==> src/rtl/qkt_bridge_feeder.sv <==
// ---------------------------------------------------------------------------
// qkt_bridge_feeder
//
// Purpose:
//   Accepts K-tiles (packed W slices plus an n operand) from an upstream
//   source one at a time. Each tile is held stable while the attention-head
//   core processes it. The feeder sequences the core's reset, enable,
//   accumulator-clear and output-valid controls. A block is a run of tiles
//   ending in a tile flagged s_last, or the NUM_TILES-th tile, whichever
//   comes first. Completed blocks are counted.
//
// Optional feature (macro QKT_FEEDER_TIMEOUT_EN):
//   When defined, a watchdog counts cycles spent in WAIT_SYS/WAIT_ACC. After
//   TIMEOUT_CYC cycles in one of those states it flags proto_err and abandons
//   the block, with no block_done pulse. When undefined, the waits are
//   unbounded.
//
// Ports:
//   clk, rst        - single clock, synchronous active-high reset
//   s_valid/s_ready - upstream tile handshake
//   s_w_data        - NUM_SLICES*DATA_W packed W slices, slice 0 in LSBs
//   s_n_data        - N_W-bit n operand
//   s_last          - tile closes its block
//   w_out, n_out    - held tile operands to the core
//   en_out          - core compute enable
//   core_rst_n_out  - active-low core reset; low in IDLE and ISSUE
//   reset_acc_out   - accumulator clear, on the first tile of a block
//   out_valid_out   - accumulator output-valid gate
//   sys_finish_in   - core finished current tile (pulse)
//   acc_done_in     - block accumulation complete (pulse)
//   block_done      - one-cycle pulse per completed block
//   block_cnt       - completed block count, wraps at 16 bits
//   proto_err       - sticky protocol / timeout error
// ---------------------------------------------------------------------------
module qkt_bridge_feeder #(
    parameter int DATA_W      = 16,
    parameter int NUM_SLICES  = 4,
    parameter int N_W         = 64,
    parameter int NUM_TILES   = 4,
    parameter int TIMEOUT_CYC = 1024
) (
    input  logic                         clk,
    input  logic                         rst,
    input  logic                         s_valid,
    output logic                         s_ready,
    input  logic [NUM_SLICES*DATA_W-1:0] s_w_data,
    input  logic [N_W-1:0]               s_n_data,
    input  logic                         s_last,
    output logic [NUM_SLICES*DATA_W-1:0] w_out,
    output logic [N_W-1:0]               n_out,
    output logic                         en_out,
    output logic                         core_rst_n_out,
    output logic                         reset_acc_out,
    output logic                         out_valid_out,
    input  logic                         sys_finish_in,
    input  logic                         acc_done_in,
    output logic                         block_done,
    output logic [15:0]                  block_cnt,
    output logic                         proto_err
);

    localparam int W_W   = NUM_SLICES * DATA_W;
    localparam int IDX_W = $clog2(NUM_TILES) + 1;
    localparam logic [IDX_W-1:0] LAST_IDX = IDX_W'(NUM_TILES - 1);

    typedef enum logic [1:0] {
        IDLE,
        ISSUE,
        WAIT_SYS,
        WAIT_ACC
    } state_t;

    state_t           state_q, state_d;
    logic [IDX_W-1:0] tile_idx_q;
    logic [W_W-1:0]   w_hold_q;
    logic [N_W-1:0]   n_hold_q;
    logic             last_hold_q;
    logic [15:0]      cnt_q;
    logic             err_q;
    logic             done_q;

    logic             tile_is_last;
    logic             accept;
    logic             complete;
    logic             advance;
    logic             err_set;
    logic             timeout;

    // The NUM_TILES-th tile closes the block even without s_last.
    assign tile_is_last = last_hold_q || (tile_idx_q == LAST_IDX);
    assign accept       = (state_q == IDLE) && s_valid;

`ifdef QKT_FEEDER_TIMEOUT_EN
    localparam int WD_W = $clog2(TIMEOUT_CYC + 1);
    logic [WD_W-1:0] wd_q;
    logic            waiting;
    logic            wd_hit;

    assign waiting = (state_q == WAIT_SYS) || (state_q == WAIT_ACC);
    // wd_q counts completed cycles in the current wait state. The hit fires
    // on the TIMEOUT_CYC-th cycle in that state.
    assign wd_hit  = waiting && (wd_q == WD_W'(TIMEOUT_CYC - 1));

    always_ff @(posedge clk) begin
        if (rst) begin
            wd_q <= '0;
        end else if (!waiting || (state_d != state_q)) begin
            wd_q <= '0;
        end else begin
            wd_q <= wd_q + WD_W'(1);
        end
    end
`endif

    always_comb begin
        state_d        = state_q;
        s_ready        = 1'b0;
        en_out         = 1'b0;
        core_rst_n_out = 1'b0;
        reset_acc_out  = 1'b0;
        out_valid_out  = 1'b0;
        complete       = 1'b0;
        advance        = 1'b0;
        err_set        = 1'b0;
        timeout        = 1'b0;

        case (state_q)
            IDLE: begin
                s_ready = 1'b1;
                if (s_valid) begin
                    state_d = ISSUE;
                end
            end
            ISSUE: begin
                reset_acc_out = (tile_idx_q == '0);
                state_d       = WAIT_SYS;
            end
            WAIT_SYS: begin
                en_out         = 1'b1;
                core_rst_n_out = 1'b1;
                if (sys_finish_in) begin
                    if (tile_is_last) begin
                        // Forced close without s_last is an upstream error.
                        err_set = !last_hold_q;
                        if (acc_done_in) begin
                            complete = 1'b1;
                            state_d  = IDLE;
                        end else begin
                            state_d  = WAIT_ACC;
                        end
                    end else begin
                        advance = 1'b1;
                        state_d = IDLE;
                    end
                end
            end
            WAIT_ACC: begin
                core_rst_n_out = 1'b1;
                out_valid_out  = 1'b1;
                if (acc_done_in) begin
                    complete = 1'b1;
                    state_d  = IDLE;
                end
            end
            default: state_d = IDLE;
        endcase

        // Stray completion strobes are dropped but remembered as errors.
        if (sys_finish_in && (state_q != WAIT_SYS)) begin
            err_set = 1'b1;
        end
        if (acc_done_in && (state_q != WAIT_SYS) && (state_q != WAIT_ACC)) begin
            err_set = 1'b1;
        end

`ifdef QKT_FEEDER_TIMEOUT_EN
        // A normal exit on the final cycle wins over the timeout.
        if (wd_hit && (state_d == state_q)) begin
            timeout = 1'b1;
            state_d = IDLE;
        end
`endif
    end

    always_ff @(posedge clk) begin
        if (rst) begin
            state_q     <= IDLE;
            tile_idx_q  <= '0;
            w_hold_q    <= '0;
            n_hold_q    <= '0;
            last_hold_q <= 1'b0;
            cnt_q       <= '0;
            err_q       <= 1'b0;
            done_q      <= 1'b0;
        end else begin
            state_q <= state_d;
            done_q  <= complete;
            if (accept) begin
                w_hold_q    <= s_w_data;
                n_hold_q    <= s_n_data;
                last_hold_q <= s_last;
            end
            if (complete) begin
                cnt_q      <= cnt_q + 16'd1;
                tile_idx_q <= '0;
            end else if (timeout) begin
                tile_idx_q <= '0;
            end else if (advance) begin
                tile_idx_q <= tile_idx_q + IDX_W'(1);
            end
            if (err_set || timeout) begin
                err_q <= 1'b1;
            end
        end
    end

    assign w_out      = w_hold_q;
    assign n_out      = n_hold_q;
    assign block_cnt  = cnt_q;
    assign block_done = done_q;
    assign proto_err  = err_q;

endmodule

==> config.mk <==
export PLATFORM = sky130hd
export DESIGN_NAME = qkt_bridge_feeder
export DESIGN_NICKNAME = d
export VERILOG_FILES = /design/src/rtl/qkt_bridge_feeder.sv
export SDC_FILE = /design/constraint.sdc
export NUM_CORES = 1
export LEC_CHECK = 0
export BUFFER_PORTS_ARGS = -buffer_cell sky130_fd_sc_hd__buf_2
export CORE_MARGIN = 4
export CORE_UTILIZATION = 41
export DETAILED_ROUTE_END_ITERATION = 10
export PLACE_DENSITY = 0.87
export SKIP_LAST_GASP = 1
export SLEW_MARGIN = 20
export SYNTH_ARGS = -nofsm -noshare
export SYNTH_HDL_FRONTEND = slang
export SYNTH_SLANG_ARGS = --single-unit
==> constraint.sdc <==
create_clock -name clk -period 1.6 [get_ports clk]
set_input_delay 0.08 -clock clk [delete_from_list [all_inputs] [get_ports clk]]
set_output_delay 0.08 -clock clk [all_outputs]
set_load 0.005 [all_outputs]
## Word-level counts from Yosys, hierarchy flattened

Cells that the tools add are included.

| storage, ports and cells | value |
|---|---|
| input port bits | 134 |
| register bits | 152 |
| output and inout port bits | 151 |

| operators by class | value |
|---|---|
| reduce and logical (&&, ||, !) cells | 11 |
| equal/unequal tests | 9 |
| $add $sub $neg | 2 |
| muxes and demuxes | 23 |

Operator list:

| kind | number |
|---|---|
| adder 16 x 1 -> 16 bit, second input constant | 1 |
| 2-to-1 mux 1 bit | 16 |
| 2-to-1 mux 2 bit | 5 |
| != test 2 bit, second input constant | 5 |
| one-hot mux 2 bit (4 select lines) | 1 |
| equality test 2 bit, second input constant | 2 |
| logical AND 1 bit | 4 |
| OR reduction 2 bit | 2 |
| adder 3 x 1 -> 3 bit, second input constant | 1 |
| equality test 3 x 2 -> 1 bit, second input constant | 1 |
| logical NOT 3 bit | 1 |
| AND reduction 3 bit | 1 |
| equality test 2 x 1 -> 1 bit, second input constant | 1 |
| logical NOT 2 bit | 1 |
| one-hot mux 1 bit (2 select lines) | 1 |
| logical NOT 1 bit | 1 |
| logical OR 1 bit | 1 |

## Logic depth before layout (Yosys ltp)

| logic depth | value |
|---|---|
| depth in word-level cells | 7 |
| gate-level depth with buffers | 7 |
| mapped depth without buffers | 6 |

## Worst setup path before layout

No wires, ideal clock.

| path | value |
|---|---|
| path kind | reg2reg |
| from | register tile_idx_q[0] |
| to | register cnt_q[3] (netlist: block_cnt[3]) |
| arrival time | 1.592 ns |
| slack | -0.120 ns |
| required time | 1.472 ns |
| path buffers | 1 |
| stages on the path, launching flop included | 8 |
| clock period less this slack | 1.720 ns |
| cell sequence | dfxtp_1 ha_1 ha_1 o21a_1 o211ai_1 clkbuf_1 xor2_1 nor2_1 |

| on the way | value |
|---|---|
| longest elaborated chain between the ends | 5 |

Ends and longest elaborated chain:

| element | line | RTL |
|---|---|---|
| start, declared | 74 | `logic [IDX_W-1:0] tile_idx_q;` |
| start signal, assigned | 209 | `tile_idx_q <= tile_idx_q + IDX_W'(1);` |
| equality test 3 x 2 -> 1 bit | 90 | `assign tile_is_last = last_hold_q \|\| (tile_idx_q == LAST_IDX);` |
| logical OR 1 bit | 90 |  |
| 2-to-1 mux 1 bit | 142 | `if (tile_is_last) begin` |
| 2-to-1 mux 1 bit | 141 | `if (sys_finish_in) begin` |
| one-hot mux 1 bit (2 select lines) | 127 | `case (state_q)` |
| end signal, assigned | 204 | `cnt_q <= cnt_q + 16'd1;` |
| end, declared | 78 | `logic [15:0] cnt_q;` |

No other way between the ends.
A chain may end at the register's enable or synchronous reset.

## Worst setup path in the final report

| path | value |
|---|---|
| from | register tile_idx_q[0] |
| to | register cnt_q[7] (netlist: block_cnt[7]) |

The elaborated chain is that of the path after synthesis.

==> flow_summary.ini <==
[outcome]
status = finished, violations left
violations = negative setup slack

[synthesis]
synth_area_leaders = dfxtp_1 (55%), nand2_1 (18%), a21oi_1 (13%)
synth_fp_nets = 828
synth.distinct_cells = 35
postSynthAreaPerCell_sq_um = 7.980
synth_cells = 690
yosysSeqAreaShare_pct = 55.26
synth_area_leader_cell = dfxtp_1
synth_top_area_share_pct = 55.26
yosysWarnings = 0
ys_ff_latch = 152
synth_area_sq_um = 5507

[place]
dp_hpwl_mm = 11.49
placed_cell_area_sq_um = 7286
place_congestion = 0.7805
io_buffers = 284

[final_layout]
multi_input_area_sq_um = 2326
design_area_sq_um = 9399
nFillCells = 860
layout_common_cells = buf_2 (284), nand2_1 (263), dfxtp_1 (148)
seq_area_sq_um = 3048
drive_above_1_share_pct = 33.57
fin_util_pct = 71.26
area_delta_synth_final_pct = 70.69
mostFrequentLayoutCell = buf_2
antenna_cells = 0
nNetsFinal = 1248

[critical_path]
crit_chain = ha_4, ha_4, o21a_4, o211ai_1, buf_4, buf_6, or3_1, a21oi_2
cp_slowest_stage_delay_ns = 0.35
setup.worst_path.end_class = register
reg2reg_from = tile_idx_q[0]
cpMaxStageDelayCell = dfxtp_2
critical_path_arrival_ns = 2.03
required_ns = 1.95
critPathLaunch = tile_idx_q[0]
crit_type = register to register
startpoint_type = register
critPathMaxFanout = 5
cpMostUsedCell = ha_4

[grt]
grt_max_degree = 90
track_usage_pct = 26.45
grt_pass1_vias = 6669
grt_pass1_wl_mm = 31.84
grt.overflow.total = 0
antenna_found_initial = 0

[clocking]
htree_levels = 4
cts.sinks = 152
cts-root-buf = clkbuf_16
cts_made_buffers = 17
clk_path_buf_depth = 2
tritoncts = done
clk_pin_slew_ns = 0.06
insertion_delay_ns = 0.42

[routing]
top_layer_used = met4
antenna_left = 0
routedWlPerCell_um = 16.72
routed_wl_mm = 21.73
dr.pass1.iters = 6
vias_per_cell = 5.182
drcViolationCount = 0
wl_met2_mm = 11.40
dr_wl_met3_mm = 1.684
vias = 6731
wl_met1_mm = 7.452
drtIter0Drc = 551

[timing]
layout_setup_ws_ns = -0.08030
finalCritPeriodShare_pct = 105.0
finalCriticalPeriod_ns = 1.680
rsz0062_at_grt = yes
hold_viol_final = 0
timing.fmax_ghz = 0.5951
tightestPinTransition_ns = 0.4242
max-slew-margin-rel_pct = 71.72
skew_ns = 0.006582
finalSetupViolCount = 9
drv_slew = 0

[hold_path]
hold_start = rst
min-delay-path-class = input pin to register

[pwr]
p_sw_share_pct = 25.90
leakagePower_uw = 0.004359
p_sw_uw = 2528
cell_internal_pwr_uw = 7233
power_frac_clock_pct = 42.8
seqPwrFrac_pct = 42.3
powerDensity_nw_per_um2 = 1039
ir_drop_v = 0.0007228
p_comb_share_pct = 14.9

[die]
std_cell_rows = 42
dieArea_sq_um = 15350
initial_utilization_pct = 41.75
io_pins = 285
core_sq_um = 13190
die_height_um = 123.9
die_w_um = 123.9

[flow_run]
drv_cap = 0
==> power by group through the flow <==
stage	clock [uW]	sequential, uW	combinational [uW]
finish	4170	4130	1460
global route	4380	4150	1580
CTS	4220	4110	1330
detailed placement	0	4200	1080
global placement	0	4180	1060
floorplan	0	4220	483
==> what timing repair did <==
item,CTS,global route
resized for setup,6,15
setup endpoints to repair,11,25
setup buffers,1,3
hold buffers,131,0
pin swaps,10,11
cloned,1,3
hold endpoints to repair,130,0
==> per-layer routing <==
layer	GRT usage (%)	vias up
met3	8.265	107
met4	15.81	0
met5	0	-
met2	48.33	384
li1	-	3095
met1	26.01	3145
==> cell type report <==
class                           count  share of cell area [%]
Tap cell                          176                   2.343
Clock inverter                     15                   2.037
Inverter                            8                  0.3195
Sequential cell                   152                   32.43
Clock buffer                       17                   4.526
Timing Repair Buffer              451                   33.60
Multi-Input combinational cell    480                   24.75
==> worst paths after layout <==
path         cells past startpoint  slack, ns            to
max                              8      -0.08  block_cnt[7]
min                              3       0.16     w_out[45]
max reg2reg                      8      -0.08  block_cnt[7]
min reg2reg                      2       0.45     n_out[23]
==> critical path: cells and delay by family (launching register included) <==
kind / cells / cell delay, ns
flops: 1 / 0.35
fa+ha+maj: 2 / 0.29
simple gates: 1 / 0.33
compound gates: 3 / 0.36
buf+inv: 2 / 0.29
==> cells by family (layout without fill, tap and decap cells) <==
kind of cell / count (synthesis) / in the layout / share of synthesized area, %
simple gates: 306 / 306 / 22.59
compound gates: 161 / 161 / 15.22
flops: 152 / 152 / 55.26
buf+inv: 58 / 491 / 4.499
xor+xnor: 6 / 6 / 0.9543
fa+ha+maj: 4 / 4 / 0.9089
mux: 3 / 3 / 0.5681
==> through the flow <==
step	setup slack [ns]	TNS, ns	std cells	total power [uW]	hold WS (ns)
global route	-0.1632	-1.142	1299	10110	0.1513
finish	-0.08030	-0.4035	1299	9761	0.1565
global placement	-0.08078	-0.2130	1129	5237	0.3193
CTS	-0.06510	-0.3227	1294	9667	0.1401
floorplan	-0.01109	-0.01109	690	4699	0.2160
detailed placement	-0.1322	-0.6660	1129	5271	0.3260
==> synthesized netlist by cell type (all sizes together) <==
cell type and count:
dfxtp 152, o21ai 8, and2 3, nor2b 1, nor3 4, or4 5, o31ai 5, nand3 3
xnor2 1, ha 4, or2 1, or3 6, a21oi 140, a22oi 1, a221oi 1, and3 2
o211ai 4, and4 2, clkbuf 31, o22ai 1, mux2i 2, xor2 5, nand4 2, inv 8
o21a 1, buf 19, nor2 13, nand2 264, mux2 1
==> sequential cells by signal (all words and copies together) (netlist names) <==
| register | count |
|---|---|
| block_cnt | 16 |
| tile_idx_q | 3 |
| n_out | 64 |
| block_done | 1 |
| last_hold_q | 1 |
| proto_err | 1 |
| w_out | 64 |
| state_q | 2 |
(Power assumes the default switching activity.)
